## src/rtl/fft_loader_pkg.sv

```systemverilog
// Shared types and helpers for the FFT input loader: controller states and
// the index bit-reversal used to build the FFT RAM write address.
package fft_loader_pkg;

  typedef enum logic [2:0] {
    ST_IDLE,
    ST_LOAD,
    ST_PAD,
    ST_START,
    ST_RUN,
    ST_DRAIN
  } state_e;

  // Reverse the low 'width' bits of idx; bits at and above 'width' come back 0.
  function automatic logic [31:0] bit_reverse(input logic [31:0] idx,
                                              input int unsigned width);
    logic [31:0] rev;
    rev = '0;
    for (int unsigned i = 0; i < width; i++) begin
      rev[5'(i)] = idx[5'(width - 1 - i)];
    end
    return rev;
  endfunction

endpackage

```

## src/rtl/fft_bitrev_addr.sv

```systemverilog
// Maps a natural-order sample index to the bit-reversed FFT RAM address.
// The extra top address bit selects the upper RAM half and is always 0 here.
module fft_bitrev_addr
  import fft_loader_pkg::*;
#(
  parameter int unsigned SIZE = 4
) (
  input  logic [SIZE-1:0] idx_i,
  output logic [SIZE:0]   addr_o
);

  localparam int unsigned AW = SIZE + 1;

  assign addr_o = AW'(bit_reverse(32'(idx_i), SIZE));

endmodule

```

## src/rtl/fft_input_loader.sv

```systemverilog
// Streams one frame of N complex samples into the FFT input RAM in
// bit-reversed order, zero-pads short frames, starts the FFT and gates the
// result readout. Optional prescale is enabled by FFT_LOADER_PRESCALE_EN.
module fft_input_loader
  import fft_loader_pkg::*;
#(
  parameter int unsigned bit_width      = 29,
  parameter int unsigned N              = 16,
  parameter int unsigned SIZE           = 4,
  parameter int unsigned PRESCALE_SHIFT = 1
) (
  input  logic                        clk,
  input  logic                        rst,
  input  logic                        s_valid,
  output logic                        s_ready,
  input  logic signed [bit_width-1:0] s_re,
  input  logic signed [bit_width-1:0] s_im,
  input  logic                        s_last,
  output logic                        load_data,
  output logic [SIZE:0]               invert_addr,
  output logic signed [bit_width-1:0] Re_o,
  output logic signed [bit_width-1:0] Im_o,
  output logic                        start_flag,
  input  logic                        finish_FFT,
  output logic                        en_out_data,
  input  logic                        fft_en_o,
  output logic                        busy,
  output logic                        frame_err
);

  localparam logic [SIZE-1:0] LAST_IDX = SIZE'(N - 1);
  localparam logic [SIZE-1:0] ONE      = SIZE'(1);

  // Elaboration-time sanity checks on the configuration.
  if (N != (1 << SIZE)) begin : g_size_chk
    $error("N must equal 2**SIZE");
  end
  if (PRESCALE_SHIFT >= bit_width) begin : g_shift_chk
    $error("PRESCALE_SHIFT must be smaller than bit_width");
  end

  state_e                      state_q;
  logic [SIZE-1:0]             cnt_q;
  logic [SIZE-1:0]             drain_q;
  logic                        load_q;
  logic [SIZE:0]               addr_q;
  logic signed [bit_width-1:0] re_q;
  logic signed [bit_width-1:0] im_q;
  logic                        start_q;
  logic                        en_q;
  logic                        err_q;

  logic [SIZE:0]               addr_d;
  logic signed [bit_width-1:0] re_d;
  logic signed [bit_width-1:0] im_d;
  logic                        accept_c;

  fft_bitrev_addr #(
    .SIZE (SIZE)
  ) u_bitrev (
    .idx_i  (cnt_q),
    .addr_o (addr_d)
  );

`ifdef FFT_LOADER_PRESCALE_EN
  // Sign-preserving truncating shift buys headroom for FFT bit growth.
  assign re_d = s_re >>> PRESCALE_SHIFT;
  assign im_d = s_im >>> PRESCALE_SHIFT;
`else
  assign re_d = s_re;
  assign im_d = s_im;
`endif

  assign s_ready  = (state_q == ST_IDLE) || (state_q == ST_LOAD);
  assign accept_c = s_valid && s_ready;

  // Controller: cnt_q is the write index for both live samples and padding.
  always_ff @(posedge clk) begin
    if (rst) begin
      state_q <= ST_IDLE;
      cnt_q   <= '0;
      drain_q <= '0;
      load_q  <= 1'b0;
      addr_q  <= '0;
      re_q    <= '0;
      im_q    <= '0;
      start_q <= 1'b0;
      en_q    <= 1'b0;
      err_q   <= 1'b0;
    end else begin
      load_q  <= 1'b0;
      start_q <= 1'b0;
      err_q   <= 1'b0;
      case (state_q)
        ST_IDLE, ST_LOAD: begin
          if (accept_c) begin
            load_q <= 1'b1;
            addr_q <= addr_d;
            re_q   <= re_d;
            im_q   <= im_d;
            if (cnt_q == LAST_IDX) begin
              err_q   <= !s_last;
              cnt_q   <= '0;
              state_q <= ST_START;
            end else if (s_last) begin
              err_q   <= 1'b1;
              cnt_q   <= cnt_q + ONE;
              state_q <= ST_PAD;
            end else begin
              cnt_q   <= cnt_q + ONE;
              state_q <= ST_LOAD;
            end
          end
        end
        ST_PAD: begin
          load_q <= 1'b1;
          addr_q <= addr_d;
          re_q   <= '0;
          im_q   <= '0;
          if (cnt_q == LAST_IDX) begin
            cnt_q   <= '0;
            state_q <= ST_START;
          end else begin
            cnt_q <= cnt_q + ONE;
          end
        end
        ST_START: begin
          start_q <= 1'b1;
          state_q <= ST_RUN;
        end
        ST_RUN: begin
          if (finish_FFT) begin
            en_q    <= 1'b1;
            state_q <= ST_DRAIN;
          end
        end
        ST_DRAIN: begin
          if (fft_en_o) begin
            if (drain_q == LAST_IDX) begin
              drain_q <= '0;
              en_q    <= 1'b0;
              state_q <= ST_IDLE;
            end else begin
              drain_q <= drain_q + ONE;
            end
          end
        end
        default: state_q <= ST_IDLE;
      endcase
    end
  end

  assign busy        = (state_q != ST_IDLE);
  assign load_data   = load_q;
  assign invert_addr = addr_q;
  assign Re_o        = re_q;
  assign Im_o        = im_q;
  assign start_flag  = start_q;
  assign en_out_data = en_q;
  assign frame_err   = err_q;

endmodule

```

## config.mk

```make
export PLATFORM = sky130hd
export DESIGN_NAME = fft_input_loader
export DESIGN_NICKNAME = d
export VERILOG_FILES = /design/src/rtl/fft_loader_pkg.sv /design/src/rtl/fft_bitrev_addr.sv /design/src/rtl/fft_input_loader.sv
export SDC_FILE = /design/constraint.sdc
export NUM_CORES = 1
export LEC_CHECK = 0
export ABC_AREA = 0
export BUFFER_PORTS_ARGS = -buffer_cell sky130_fd_sc_hd__buf_2
export CAP_MARGIN = 15
export CORE_ASPECT_RATIO = 0.5
export CORE_MARGIN = 2
export CORE_UTILIZATION = 50
export DETAILED_ROUTE_END_ITERATION = 10
export PLACE_DENSITY = 0.84
export SLEW_MARGIN = 20
export SYNTH_ARGS = -nofsm -noshare
export SYNTH_HDL_FRONTEND = slang
export SYNTH_HIERARCHICAL = 1
export SYNTH_SLANG_ARGS = --single-unit
```

## constraint.sdc

```tcl
create_clock -name clk -period 2.6 [get_ports clk]
set_input_delay 0.39 -clock clk [delete_from_list [all_inputs] [get_ports clk]]
set_output_delay 0.39 -clock clk [all_outputs]
set_load 0.05 [all_outputs]
```

==> impl_metrics.tcl <==
set metrics [dict create \
    run_status "complete, but fails checks" \
    violations "DRC" \
    ys_warn_count 6 \
    cp.buffers_inverters 1 \
    cts_buffers 9 \
    endpoint "Re_o[3]" \
    report.final.slew_viol_count 0 \
    first_pass_iters 7 \
    clockBufferDepth 2 \
    final_wirelength_mm 6.72 \
    synth_enable_flop_cells 0 \
    worst-setup-path-type "register to register" \
    floorplan.initialDensity_pct 53.1 \
    setup_tns_ps 0 \
    cp.depth 4 \
    netlist_instances 361 \
    clock_tree_from_tritoncts "done" \
    timing.final.crit_share_pct 76.1 \
    wl_met1_mm 2.87 \
    worstReg2RegStart "state_q[1]" \
    worst_setup_hold_path_clk_slew_ps 60 \
    synth-async-reset-ratio_pct 0 \
    floorplan.die.height_um 58.6 \
    crit_path_cell_trace "nand2b_4, o21bai_4, buf_4, a21oi_1" \
    number_of_clock_sinks 78 \
    irDropWorstVdd_uv 532 \
    fin_hold_ws_ps 293 \
    preCtsSetupSlack_ps 624 \
    highest-signal-layer "met4" \
    critPathLaunch "state_q[1]" \
    seq_area_frac_synth_pct 52.4 \
    postSynth.topFlopCell "sky130_fd_sc_hd__dfxtp_1" \
    floorplan.die.width_um 113 \
    worstSetupStartpointType "register" \
    setup-violations-final 0 \
    synth_xor_xnor_area_share_pct 0.294 \
    timing.fmax_ghz 0.506 \
    drt-wirelength-per-cell_um 12.1 \
    insertion_delay_ps 330 \
    endpoint_kind "register" \
    gpl.final_weighted_congestion 0.770 \
    reg2regPathDepth 4 \
    core_outline_area_um2 5610 \
    syn_area_um2 2980 \
    synth_top_family_by_area "simple AND/OR/NAND/NOR gates" \
    placedCellCount 541 \
    compound_gate_portion_of_the_synthesized_area_pct 14.1 \
    dr.first_iter.drc_count 136 \
    clock-root-buffer "sky130_fd_sc_hd__clkbuf_16" \
    max-cap-violations 0 \
    detail_route.drc_violations 8 \
    cp_max_fo 43 \
    stdcell_count 557 \
    finalWorstPathRequiredPeriod_ps 1980 \
    skew_ps 5.93 \
    initial_antenna_violation_count 0 \
    post_synth_main_area_contributors "sky130_fd_sc_hd__dfxtp_1 52%, sky130_fd_sc_hd__nand2_1 15%, sky130_fd_sc_hd__a21oi_1 11%, sky130_fd_sc_hd__mux2i_1 2.7%, sky130_fd_sc_hd__buf_4 2.0%" \
    num_io_pins 133 \
    grt_start_max_net_pins 44 \
    synth.mux.area_fraction_pct 2.69 \
    critical-path-top-delay-family "compound AO/OA/AOI/OAI gates" \
    post_cts.resized_instances 0 \
    worst_pin_slew_ps 972 \
    cts_setup_buffers 0 \
    route.detailed.vias_per_inst 4.95 \
    dieArea_um2 6630 \
    cp_data_arrival_time_ps 2200 \
    post_synth_and_or_nand_nor_area_fraction_pct 22.8 \
    dr_total_vias 2757 \
    cts_hold_repair.buffers 0 \
    route.met2.wl_mm 3.37 \
    cp_data_required_time_ps 2820 \
    place.detailed.hpwl_mm 4.62 \
    std_cell_rows 19 \
    total_leakage_power_nw 1.86 \
    synth_top_area_share_pct 52.4 \
    reg2reg_setup_slack_ps 620 \
    postSynthRegisterBits 78 \
    via_count_of_the_first_global_routing_pass 2500 \
    timing.final.ws_setup_ps 622 \
    finalPower_mw 3.09 \
    yosys.area.top_type "sky130_fd_sc_hd__dfxtp_1" \
    power_density_nw_per_um2 791 \
    timing.slew.headroom_pct 35.0 \
    hp-class "input pin to register" \
    timing.critical_path.slowest_stage_cell "sky130_fd_sc_hd__o21bai_4" \
    overflow 0 \
    wl_met3_um 364 \
    fin_nets 546 \
    antenna_cells_inserted 0 \
    synthesis.area_per_instance_um2 8.26 \
    grt_pass1_wl_mm 10.8 \
    rsz0062_at_grt "false" \
    cpPeakStageDelay_ps 770 \
    grt_util_all_layers_pct 20.7 \
    area_growth_pct 31.1 \
    synth_nets 428 \
    timing.rr.end "Re_o[3]" \
    synth_cell_types 38 \
    htree_num_levels 3 \
    layout-drive-gt1-share_pct 32.9 \
    synth-adder-area-share_pct 1.26 \
    finalHoldViolations 0 \
    postRouteAntennaNets 0 \
    port_buffers 132 \
]
## worst register-to-register path: cells and delay by family, from the launching register on
kind / cells / cell delay (ps)
flops: 1 / 600
compound gates: 2 / 830
buf+inv: 1 / 310
simple gates: 1 / 120
## area by class of cell
type | count | area, um^2
clock buffers | 13 | 260
well taps | 73 | 91.3
inverters | 3 | 11.3
fillers | 484 | 1700
repair buffers | 137 | 723
clock inverters | 3 | 18.8
flip-flops and latches | 78 | 1560
multi-input cells | 250 | 1240
## sequential cells by signal, summed over array words and instances (netlist names)
| name | cells |
|---|---|
| Im_o | 29 |
| Re_o | 29 |
| invert_addr | 5 |
| cnt_q | 4 |
| drain_q | 4 |
| state_q | 3 |
| en_out_data | 1 |
| frame_err | 1 |
| load_data | 1 |
| start_flag | 1 |
## how the worst min path moves through the flow
stage | from | to | slack [ps] | cells after the start
2_1_floorplan | drain_q[3] | drain_q[3] | 450 | 2
3_3_place_gp | Re_o[16] | Re_o[16] | 440 | 2
3_5_place_dp | Im_o[12] | Im_o[12] | 440 | 2
4_1_cts | s_re[9] | Re_o[9] | 280 | 3
5_1_grt | s_re[14] | Re_o[14] | 290 | 3
6_report | s_re[14] | Re_o[14] | 290 | 3
## Yosys cell counts (all sizes together), types with 2 or more instances
master / count
a2111oi: 2
nand2b: 2
nor2b: 4
inv: 3
nand2: 123
o21bai: 2
nor3: 7
nand4: 2
dfxtp: 78
and3: 2
buf: 23
mux2i: 8
a31oi: 2
ha: 3
nor2: 14
clkbuf: 7
a21oi: 66
## where the power goes
part | switching [mW] | internal (mW)
clock network | 0.452 | 0.697
registers | 0.0481 | 1.27
logic | 0.449 | 0.171
## cells by family after synthesis
kind of cell	Yosys count
buf+inv	33
mux	8
simple gates	160
other cells	1
compound gates	77
flops	78
fa+ha+maj	3
xor+xnor	1
## cells in the final DEF (no fill, tap or decap), types with 2 or more instances in the layout
master                        n
sky130_fd_sc_hd__clkinv_2     2
sky130_fd_sc_hd__ha_1         3
sky130_fd_sc_hd__a21oi_1     65
sky130_fd_sc_hd__nor2b_1      3
sky130_fd_sc_hd__nor2_1      13
sky130_fd_sc_hd__buf_12       2
sky130_fd_sc_hd__a31oi_1      2
sky130_fd_sc_hd__a2111oi_0    2
sky130_fd_sc_hd__inv_1        3
sky130_fd_sc_hd__mux2i_1      8
sky130_fd_sc_hd__buf_4        3
sky130_fd_sc_hd__clkbuf_16    9
sky130_fd_sc_hd__dfxtp_1     78
sky130_fd_sc_hd__nor3_1       7
sky130_fd_sc_hd__and3_1       2
sky130_fd_sc_hd__clkbuf_1     2
sky130_fd_sc_hd__nand4_1      2
sky130_fd_sc_hd__clkbuf_8     2
sky130_fd_sc_hd__nand2_1    122
sky130_fd_sc_hd__buf_2      132
## per-layer routing
layer  up-vias  GRT usage (%)
met3        11           6.39
met5         -              0
met2        79           38.1
li1       1420              -
met1      1247           22.6
met4         0           9.23
## stage by stage
stage,utilization [%],area [um^2]
after CTS,69.6,3910
after global placement,64.7,3630
after detailed placement,64.7,3630
final,69.6,3910
after global routing,69.6,3910
after floorplan,-,2980
Note: power is estimated with default switching activity, not from simulation.
